File: src/rtl/wb_bram_arbiter.sv
`default_nettype none
// ============================================================================
// Module   : wb_bram_arbiter
// Purpose  : Two-master Wishbone arbiter in front of a single-port BRAM.
//            M0 (instruction fetch) and M1 (data) share one slave port.
//            A master holds the slave from grant until it drops cyc;
//            contention is resolved round-robin. A stall watchdog returns
//            err to the owner and frees the slave if ack never arrives.
// Revision : 1.0 - initial release
// ============================================================================
module wb_bram_arbiter #(
  parameter int unsigned TIMEOUT = 255,
  parameter int unsigned TO_W    = 8
) (
  input  logic        wb_clk_i,
  input  logic        wb_rst_i,
  // master 0 (instruction fetch)
  input  logic        m0_cyc_i,
  input  logic        m0_stb_i,
  input  logic        m0_we_i,
  input  logic [3:0]  m0_sel_i,
  input  logic [31:0] m0_adr_i,
  input  logic [31:0] m0_dat_i,
  output logic [31:0] m0_dat_o,
  output logic        m0_ack_o,
  output logic        m0_err_o,
  // master 1 (data)
  input  logic        m1_cyc_i,
  input  logic        m1_stb_i,
  input  logic        m1_we_i,
  input  logic [3:0]  m1_sel_i,
  input  logic [31:0] m1_adr_i,
  input  logic [31:0] m1_dat_i,
  output logic [31:0] m1_dat_o,
  output logic        m1_ack_o,
  output logic        m1_err_o,
  // shared slave port
  output logic        s_cyc_o,
  output logic        s_stb_o,
  output logic        s_we_o,
  output logic [3:0]  s_sel_o,
  output logic [31:0] s_adr_o,
  output logic [31:0] s_dat_o,
  input  logic [31:0] s_dat_i,
  input  logic        s_ack_i
);

  localparam logic [1:0]      ST_IDLE   = 2'd0;
  localparam logic [1:0]      ST_OWN0   = 2'd1;
  localparam logic [1:0]      ST_OWN1   = 2'd2;
  localparam logic [TO_W-1:0] C_TIMEOUT = TO_W'(TIMEOUT);
  localparam logic            C_WD_EN   = (TIMEOUT != 0);

  logic [1:0]      state_q, state_d;
  logic            last_q, last_d;
  logic [TO_W-1:0] cnt_q, cnt_d;

  logic w_own0;
  logic w_own1;
  logic w_err;
  logic w_rearb;
  logic w_req0;
  logic w_req1;

  assign w_own0 = (state_q == ST_OWN0);
  assign w_own1 = (state_q == ST_OWN1);

  // Read data is broadcast; only the ack tells a master the data is its own.
  assign m0_dat_o = s_dat_i;
  assign m1_dat_o = s_dat_i;

  // Slave port mux driven purely from the owner; IDLE parks everything at 0.
  always_comb begin
    s_cyc_o = 1'b0;
    s_stb_o = 1'b0;
    s_we_o  = 1'b0;
    s_sel_o = 4'h0;
    s_adr_o = 32'h0;
    s_dat_o = 32'h0;
    if (w_own0) begin
      s_cyc_o = m0_cyc_i;
      s_stb_o = m0_stb_i & m0_cyc_i;
      s_we_o  = m0_we_i;
      s_sel_o = m0_sel_i;
      s_adr_o = m0_adr_i;
      s_dat_o = m0_dat_i;
    end else if (w_own1) begin
      s_cyc_o = m1_cyc_i;
      s_stb_o = m1_stb_i & m1_cyc_i;
      s_we_o  = m1_we_i;
      s_sel_o = m1_sel_i;
      s_adr_o = m1_adr_i;
      s_dat_o = m1_dat_i;
    end
  end

  // Ack/err routing; err needs !s_ack_i so the two can never coincide.
  always_comb begin
    w_err    = C_WD_EN & s_stb_o & ~s_ack_i & (cnt_q == C_TIMEOUT);
    m0_ack_o = w_own0 & m0_cyc_i & m0_stb_i & s_ack_i;
    m1_ack_o = w_own1 & m1_cyc_i & m1_stb_i & s_ack_i;
    m0_err_o = w_own0 & w_err;
    m1_err_o = w_own1 & w_err;
  end

  // Decide when to re-arbitrate; an owner released by err is excluded.
  always_comb begin
    w_req0  = m0_cyc_i;
    w_req1  = m1_cyc_i;
    w_rearb = 1'b0;
    case (state_q)
      ST_OWN0: begin
        w_rearb = ~m0_cyc_i | w_err;
        if (w_err) w_req0 = 1'b0;
      end
      ST_OWN1: begin
        w_rearb = ~m1_cyc_i | w_err;
        if (w_err) w_req1 = 1'b0;
      end
      default: w_rearb = 1'b1;
    endcase
  end

  // Round-robin grant: on contention the master that did not own last wins.
  always_comb begin
    state_d = state_q;
    last_d  = last_q;
    if (w_rearb) begin
      state_d = ST_IDLE;
      if (w_req0 && (!w_req1 || last_q)) begin
        state_d = ST_OWN0;
        last_d  = 1'b0;
      end else if (w_req1) begin
        state_d = ST_OWN1;
        last_d  = 1'b1;
      end
    end
  end

  // Watchdog counts stalled owner strobes, saturating at the limit.
  always_comb begin
    if ((state_d != state_q) || s_ack_i || !s_stb_o) begin
      cnt_d = '0;
    end else if (cnt_q != C_TIMEOUT) begin
      cnt_d = cnt_q + TO_W'(1);
    end else begin
      cnt_d = cnt_q;
    end
  end

  // State registers; reset wins even in the middle of a transfer.
  always_ff @(posedge wb_clk_i) begin
    if (!wb_rst_i) begin
      state_q <= ST_IDLE;
      last_q  <= 1'b1;
      cnt_q   <= '0;
    end else begin
      state_q <= state_d;
      last_q  <= last_d;
      cnt_q   <= cnt_d;
    end
  end

endmodule
`default_nettype wire

File: config.mk
export PLATFORM = sky130hd
export DESIGN_NAME = wb_bram_arbiter
export DESIGN_NICKNAME = d
export VERILOG_FILES = /design/src/rtl/wb_bram_arbiter.sv
export SDC_FILE = /design/constraint.sdc
export NUM_CORES = 1
export LEC_CHECK = 0
export ABC_CLOCK_PERIOD_IN_PS = 5490
export BUFFER_PORTS_ARGS = -buffer_cell sky130_fd_sc_hd__buf_2
export CAP_MARGIN = 20
export CORE_AREA = 8 8 116 118
export DETAILED_ROUTE_END_ITERATION = 8
export DIE_AREA = 0 0 124 126
export GPL_TIMING_DRIVEN = 0
export SLEW_MARGIN = 20
export SYNTH_ARGS = -nofsm -noshare
export SYNTH_HDL_FRONTEND = slang
export SYNTH_SLANG_ARGS = --single-unit
File: constraint.sdc
create_clock -name wb_clk_i -period 5.49 [get_ports wb_clk_i]
set_clock_uncertainty 0.05 [all_clocks]
set_input_delay 0.2745 -clock wb_clk_i [delete_from_list [all_inputs] [get_ports wb_clk_i]]
set_output_delay 0.2745 -clock wb_clk_i [all_outputs]
set_load 0.01 [all_outputs]
# Word level (Yosys, flattened, before mapping)
# Index checks and enable logic that the tools add are counted.
[word_totals] input_bits=177 output_inout_bits=139 word_cells=58 ff_bits=11
[classes] mux=22 n_reduce_logical=9 bitwise_logic=18 eq_ne=5 addsub=1
[op_table] operator="2-to-1 mux 32 bit" count=4
[op_table] operator="bitwise AND 1 bit" count=12
[op_table] operator="2-to-1 mux 1 bit" count=12
[op_table] operator="adder 8 x 1 -> 8 bit (second input constant)" count=1
[op_table] operator="equality test 8 bit (second input constant)" count=1
[op_table] operator="2-to-1 mux 4 bit" count=2
[op_table] operator="!= test 8 bit (second input constant)" count=1
[op_table] operator="2-to-1 mux 2 bit" count=3
[op_table] operator="NOT 1 bit" count=4
[op_table] operator="logical OR 1 bit" count=3
[op_table] operator="equality test 2 x 1 -> 1 bit (second input constant)" count=1
[op_table] operator="equality test 2 bit (second input constant)" count=1
[op_table] operator="logical NOT 1 bit" count=2
[op_table] operator="!= test 2 bit" count=1
[op_table] operator="bitwise OR 1 bit" count=2
[op_table] operator="case mux 1 bit (2 select lines)" count=1
[op_table] operator="AND reduction 2 bit" count=1
[op_table] operator="nonzero test 2 bit" count=1
[op_table] operator="OR reduction 2 bit" count=1
[op_table] operator="logical AND 1 bit" count=1

# Longest topological paths before layout
# Gate-level depths: netlist of run 1.
[depth] ltp_word=16 ltp_mapped=8 depth_no_buf=7

# Least setup slack after synthesis of run 1
# Ideal clock, no wire load.
[synth_timing] kind="reg-to-reg" from="register state_q[0]" to="register cnt_q[0]" setup_time_ns=0.092 path_slack_ns=3.110 arrival_ns=2.238 required_ns=5.348 path_buffers=1 path_stages_with_launch=9 synth_period_minus_slack_ns=2.380 cell_sequence="dfxtp_1 inv_1 ha_1 buf_2 nand4b_4 a2111oi_4 mux2_2 a221o_1 nor4_1"
[synth_via] elab_chain_cells=16 elab_cells_between_ends=24 classes_between="eq/ne (3); mux (10); bitwise (4); reduce/logical (7)"
[synth_lines] item="start, declared" line_no="54" rtl="logic [1:0] state_q, state_d;"
[synth_lines] item="start signal, assigned" line_no="158" rtl="state_q <= state_d;"
[synth_lines] item="equality test 2 bit" line_no="66, 111"
[synth_lines] item="2-to-1 mux 1 bit" line_no="87" rtl="end else if (w_own1) begin"
[synth_lines] item="2-to-1 mux 1 bit" line_no="80" rtl="if (w_own0) begin"
[synth_lines] item="bitwise AND 1 bit (2 in series)" line_no="99" rtl="w_err = C_WD_EN & s_stb_o & ~s_ack_i & (cnt_q == C_TIMEOUT);"
[synth_lines] item="2-to-1 mux 1 bit" line_no="118" rtl="if (w_err) w_req1 = 1'b0;"
[synth_lines] item="2-to-1 mux 1 bit" line_no="111" rtl="case (state_q)"
[synth_lines] item="logical NOT 1 bit" line_no="130" rtl="if (w_req0 && (!w_req1 || last_q)) begin"
[synth_lines] item="logical OR 1 bit" line_no="130"
[synth_lines] item="logical AND 1 bit" line_no="130"
[synth_lines] item="2-to-1 mux 2 bit" line_no="130"
[synth_lines] item="2-to-1 mux 2 bit" line_no="128" rtl="if (w_rearb) begin"
[synth_lines] item="!= test 2 bit" line_no="142" rtl="if ((state_d != state_q) || s_ack_i || !s_stb_o) begin"
[synth_lines] item="logical OR 1 bit" line_no="142"
[synth_lines] item="logical OR 1 bit *" line_no="142"
[synth_lines] item="OR reduction 2 bit (no source line) *"
[synth_lines] item="end signal, assigned" line_no="160" rtl="cnt_q <= cnt_d;"
[synth_lines] item="end, declared" line_no="56" rtl="logic [TO_W-1:0] cnt_q, cnt_d;"
# Every way passes the cells marked *; elsewhere a longest branch is shown, timed or not.
# A chain may end at the register's enable or synchronous reset.

# Worst setup path after layout of run 1
[layout_timing] from="register state_q[0]" to="output s_dat_o[31]"
[layout_via] elab_chain_cells=3 elab_cells_between_ends=4 classes_between="eq/ne (2); mux (2)"
[layout_lines] item="equality test 2 bit" line_no="66" rtl="assign w_own1 = (state_q == ST_OWN1);"
[layout_lines] item="2-to-1 mux 32 bit" line_no="87"
[layout_lines] item="2-to-1 mux 32 bit *" line_no="80"
[layout_lines] item="end, declared" line_no="43" rtl="output logic [31:0] s_dat_o,"
# Marked as above.

==> results.md, run 1 <==
- Status: finished clean
- Synth Area in XOR/XNOR: 1.150%
- Syn_nets: 557
- Synth unique cells: 47
- Iter 0 DRT Violations: ~120
- Fillers: 1350
- Diodes inserted: 0
- Clock Sink Count: 11
- Worst skew pair latency: 0.24 ns
- Final worst path period need: around 3 ns
- Unrepaired setup endpoints after global routing: no
- Post-route ant nets: 0
- WS Path Type: flop to output port
- Syn Inst Count: approximately 380
- Area Overhead vs Synth: 73.28%
- Setup crit start kind: flop
- Number of remaining DRC errors: 0
- DRT Wirelength: 13.31 mm
- Core Region: about 12000 um2
- Slew Viols, Final: 0
- Wire per inst: 16.43 um
- GRT Total Usage: 15.24%
- Synth Area in Simple Gates: 34.45%
- Cts repair resizes: 0
- CTS buffer count: 3
- Min-Delay Path Class: primary input to flop
- Final worst path period share: 53.93%
- Root buffer cell: clkbuf_16
- RD Place Congestion: 0.7997
- Mux cell area share after synthesis: 2.026%
- Worst-path clk slew: around 0.04 ns
- Vias in the first global route: 3401
- Static leakage: ~2.2 nW
- Crit-path leading delay family: buffers and inverters
- Reg-to-Reg Start: state_q[0]
- Final setup violating endpoints: 0
- Sequential share of the synthesized area: 9.639%
- Max-Cap Viols: 0
- Synth warn: 0
- Crit path DAT: 2.64 ns
- Peak supply drop: 0.1172 mV
- Critical Path Slowest Stage Cell: clkbuf_1
- Vias: 3414
- WP buf/inv: 4
- Die area: 15620 um2
- Starting Density: 19.51%
- Worst path cell trace: ha_1 -> buf_2 -> clkbuf_1 -> clkbuf_1 -> a22o_1 -> buf_2
- Reg2Reg Setup Slack: 2.82 ns
- Setup tns final: 0 ns
- Io pins: 316
- GRT overflow: 0
- Peak per-stage delay on the critical path: 0.50 ns
- Synth Area in Adders: under 10%
- Setup crit end: s_dat_o[31]
- Largest family of logic cells by synthesized area: simple AND/OR/NAND/NOR gates
- Hold Violations, Final: 0
- FF+latch count, synth: 11
- Die Width: 124 um
- Mean area per synthesized cell: between 6 and 7 um2
- TritonCTS clock tree: done
- Mapped cell area: 2285 um2
- Hold buffers post-CTS: 0
- Fin util: 33.80%
- First-pass GRT wire length: 18.91 mm
- Post-CTS Setup Bufs: 0
- Largest net degree at the start of global routing: 11
- Post-DP HPWL: 11.56 mm
- Vias per cell: around 4.2
- Cell depth of the worst setup path: 6
- Post-Route Hold Slack: 0.2134 ns
- Primary FF master, synth: dfxtp_1
- Row count: 40
- Pwr Density: 139.9 nW/um2
- Proportion of layout cells with a drive suffix above 1: 55.05%
- RR Endpoint: cnt_q[4]
- Die Height: roughly 130 um
- R2R cell count: 8
- CP required: 5.17 ns
- Compound-Gate Fraction of Synth Area: 24.75%
- Asr flop ratio synth: 0%
- Maximum clock frequency: about 0.34 GHz
- Start point of the critical path: state_q[0]
- Crit path max fanout: 10
- Pre-antenna DRT Iters: 4
- H-tree Lvls: 1
- Clock Path Buffers: 2
- Slew at the pin closest to its max-slew limit: ~0.60 ns
- Max-slew headroom: 59.76%
- Nets: 844
- EDFF count, synth: 0
- Antenna violations before repair: 0
- Crit path capture type: output port
- I/O Buffers: 282
final cells by class:
cell class,instances,area (um2),area share (%)
clock buffer,4,78.83,1.991
sequential,11,220.2,5.563
timing repair buffer,282,1411,35.65
buffer,90,586.8,14.82
multi-input combinational,272,1463,36.95
inverter,4,15.01,0.3793
tap,147,183.9,4.646
registers in the layout, indices dropped and copies added, names as in the netlist:
name     cells
state_q      2
last_q       1
cnt_q        8
Yosys cell counts, drive strengths merged, types with 2 or more instances:
cell    number  area [um2]
a21oi        2       10.01
a22o         8       70.07
and2         2       12.52
and3         2       12.51
and4         3       27.53
and4b        2       20.02
buf         75       530.5
clkbuf      15       56.30
dfxtp       11       220.2
ha           3       37.54
inv          4       15.01
mux2         2       26.27
mux2i        2       20.02
nand2      130       488.0
nand2b       4       25.02
nand3        7       40.04
nand4        2       12.51
nor2         5       18.77
nor3         4       25.02
nor4         7       43.79
o21ai       67       335.3
xnor2        2       17.52
stage by stage:
stage | power, mW | instances | instance area [um2] | setup slack, ns
after floorplan | 0.2579 | 377 | 2285 | 3.110
after global placement | 0.4252 | 806 | 3880 | 2.716
after detailed placement | 0.4251 | 806 | 3880 | 2.678
after CTS | 0.5637 | 810 | 3959 | 2.396
after global routing | 0.5930 | 810 | 3959 | 2.299
final | 0.5537 | 810 | 3959 | 2.529
kinds of logic (layout without fill, tap and decap cells):
kind of cell,count (synthesis),in the layout
XOR/XNOR,3,3
buffers and inverters,94,380
AND/OR/NAND/NOR,173,173
flip-flops,11,11
AO/OA/AOI/OAI,89,89
adder cells (fa/ha/maj),3,3
multiplexers,4,4
routing by layer:
| metal | share of wire (%) | track usage (%) | vias up |
|---|---|---|---|
| met5 | 0 | 0 | - |
| met4 | 0.59 | 2.101 | 0 |
| met3 | 9.2 | 3.038 | 7 |
| met2 | 50 | 28.58 | 147 |
| met1 | 40 | 17.42 | 1479 |
| li1 | - | - | 1781 |
placed cells by master, fill, tap and decap left out, types with 3 or more instances in the layout:
cell	count
buf_1	6
buf_4	65
dfxtp_1	11
clkbuf_1	16
nor4_1	7
ha_1	3
nand2_1	130
nand2b_1	4
nor2_1	5
o21ai_0	67
inv_1	4
nor3_1	3
buf_2	286
clkbuf_16	3
nand3_1	6
a22o_1	8
how the worst min path moves through the flow:
| stage | start | endpoint | slack, ns | cells past startpoint |
|---|---|---|---|---|
| floorplan | wb_rst_i | last_q | 0.30 | 1 |
| global placement | wb_rst_i | last_q | 0.45 | 2 |
| detailed placement | wb_rst_i | last_q | 0.45 | 2 |
| CTS | wb_rst_i | last_q | 0.20 | 2 |
| global route | wb_rst_i | last_q | 0.22 | 2 |
| finish | wb_rst_i | last_q | 0.21 | 2 |
power by group:
| group | switching (mW) | internal (mW) |
|---|---|---|
| registers | 0.00300 | 0.0825 |
| clock network | 0.0377 | 0.0976 |
| logic | 0.181 | 0.152 |
| total | 0.222 | 0.332 |
Note: power is estimated with default switching activity, not from simulation.
==> run 2, diff against run 1 <==
Settings changed: ABC_CLOCK_PERIOD_IN_PS 5490 to 3000, CORE_AREA 8 8 116 118 to 8 8 117 119, DIE_AREA 0 0 124 126 to 0 0 125 127.
Clock period 5.49 ns to 3 ns, I/O delays scaled along.
==> run 2 against run 1 <==
Against the previous run: final area is essentially flat; setup slack lost 2.2 ns; non-clock buffer count shrank 1; clock power grew 82%; via count grew 1.5%; sequential cell count is the same; sequential power grew 82%; cell count shrank 0.12%; utilization shrank 0.32 points; global-route usage grew 0.24 points; combinational power grew 83%; first-iteration DRC count grew 8.5%; highest routed layer unchanged.
==> results.md, run 2 (synthesis gave the netlist of run 1 again) <==
- Status: finished clean
- Nets: 843 (-0.12%)
- Pre-antenna DRT Iters: 4 (unchanged)
- CTS buffer count: 3 (unchanged)
- Antenna violations before repair: 0 (unchanged)
- Diodes inserted: 0 (unchanged)
- Die Width: 125 um (+0.81%)
- Starting Density: 19.34% (-0.17 points)
- Slew at the pin closest to its max-slew limit: 0.5633 ns (-0.03699 ns)
- Post-route ant nets: 0 (unchanged)
- Vias per cell: 4.282 (+1.6%)
- Max FFs per register: 8 (unchanged)
- Die area: 15880 um2 (+1.6%)
- Unrepaired setup endpoints after global routing: no
- Crit path max fanout: 8 (-2)
- Worst path cell trace: inv_1 -> ha_1 -> buf_2 -> nand4b_4 -> a2111oi_4 -> mux2_2 -> a221o_1 -> nor4_1
- Vias in the first global route: 3471 (+2.1%)
- TritonCTS clock tree: done
- Io pins: 316 (unchanged)
- Core Region: 11810 um2 (+0.85%)
- Final worst path period need: 2.673 ns
- Hold Violations, Final: 0 (unchanged)
- Largest net degree at the start of global routing: 11 (unchanged)
- H-tree Lvls: 1 (unchanged)
- Setup tns final: 0 ns (unchanged)
- Number of remaining DRC errors: 0 (unchanged)
- Placed Cells: 806 (unchanged)
- Wire per inst: 16.47 um (+0.30%)
- Vias: 3464 (+1.5%)
- Final setup violating endpoints: 0 (unchanged)
- Max-slew headroom: 62.24% (+2.5 points)
- Peak per-stage delay on the critical path: 0.45 ns (-0.05 ns)
- Post-DP HPWL: 11.87 mm (+2.7%)
- Final worst path period share: 89.09%
- Row count: 40 (unchanged)
- CP required: 3.09 ns (-2.08 ns)
- GRT overflow: 0 (unchanged)
- Slew Viols, Final: 0 (unchanged)
- Maximum clock frequency: between 0.3 and 0.4 GHz
- Clock Path Buffers: 2 (unchanged)
- Post-CTS Setup Bufs: 0 (unchanged)
- Setup crit start kind: flop
- Iter 0 DRT Violations: 128 (+8.5%)
- Worst-path clk slew: 0.04 ns (about the same)
- Pwr Density: 255.5 nW/um2 (+83%)
- DRT Wirelength: 13.33 mm (+0.17%)
- GRT Total Usage: 15.47% (+0.24 points)
- RD Place Congestion: 0.8004 (about the same)
- Min-Delay Path Class: primary input to flop
- WS Path Type: flop to flop
- Static leakage: 2.164 nW (about the same)
- Top Registers: cnt_q x8, state_q x2, last_q x1
- Peak supply drop: 0.1843 mV (+57%)
- Max-Cap Viols: 0 (unchanged)
- Crit path capture type: flop
- Non-Filler Instances: 809 (-0.12%)
- Proportion of layout cells with a drive suffix above 1: 55.14% (+0.083 points)
- Hold buffers post-CTS: 0 (unchanged)
- Leading cell type in the layout, fill and taps excluded: buf_2
- Critical Path Slowest Stage Cell: a2111oi_4
- WP buf/inv: 2 (-2)
- First-pass GRT wire length: 19.74 mm (+4.4%)
- Crit-path leading delay family: compound AO/OA/AOI/OAI gates
- Largest Register: cnt_q
- Root buffer cell: clkbuf_16
- Clock Sink Count: 11 (unchanged)
- Cts repair resizes: 0 (unchanged)
- Most frequent cells in the layout: buf_2 (286), nand2_1 (130), o21ai_0 (67)
- Area Overhead vs Synth: 73.11% (about the same)
- I/O Buffers: 282 (unchanged)
- Worst skew pair latency: 0.24 ns (about the same)
- Die Height: 127 um (+0.79%)
- Crit path DAT: 2.76 ns (+0.12 ns)
## run 2: changes by cell type in the layout (fill, tap and decap cells not counted), sizes merged
cell    delta
clkbuf     -1
## run 2: final cells by class
| type | count | area (um2) |
|---|---|---|
| sequential | 11 | 220.2 |
| clock buffer | 4 | 78.83 |
| buffer | 89 | 583.1 |
| multi-input combinational | 272 | 1463 |
| fill | 1350 | 7856 |
| tap | 147 | 183.9 |
| inverter | 4 | 15.01 |
| timing repair buffer | 282 | 1411 |
## run 2: path summary, 6_finish.rpt
path / slack (ns) / to / from / depth (start not counted)
worst max-delay path: 0.33 / cnt_q[7] / state_q[0] / 8
worst min-delay path: 0.1 / last_q / wb_rst_i / 2
worst max register to register: 0.33 / cnt_q[7] / state_q[0] / 8
worst min register to register: 0.47 / state_q[1] / state_q[1] / 2
## run 2: routing by layer
layer | track usage [%] | vias to the layer above | routed length, um
li1 | - | 1778 | -
met1 | 17.91 | 1508 | 5407
met2 | 27.61 | 174 | 6636
met3 | 5.324 | 4 | 1175
met4 | 2.006 | 0 | 108
met5 | 0 | - | 0
## run 2: power by group
part           total, mW  internal [mW]  switching, mW
combinational      0.608          0.277          0.330
clock              0.246          0.179         0.0678
sequential         0.156          0.151        0.00534
total               1.01          0.607          0.404
## run 2: per-stage QoR
step	setup WS, ns	utilization, %	instance area (um2)	hold slack [ns]	power [mW]
2_1_floorplan	0.6199	-	2285	0.1784	0.4719
3_3_place_gp	0.3002	32.85	3880	0.3401	0.7779
3_5_place_dp	0.2815	32.85	3880	0.3384	0.7792
4_1_cts	0.01785	33.52	3959	0.08914	1.033
5_1_grt	0.1487	33.49	3955	0.09867	1.087
6_report	0.3273	33.49	3955	0.09587	1.011
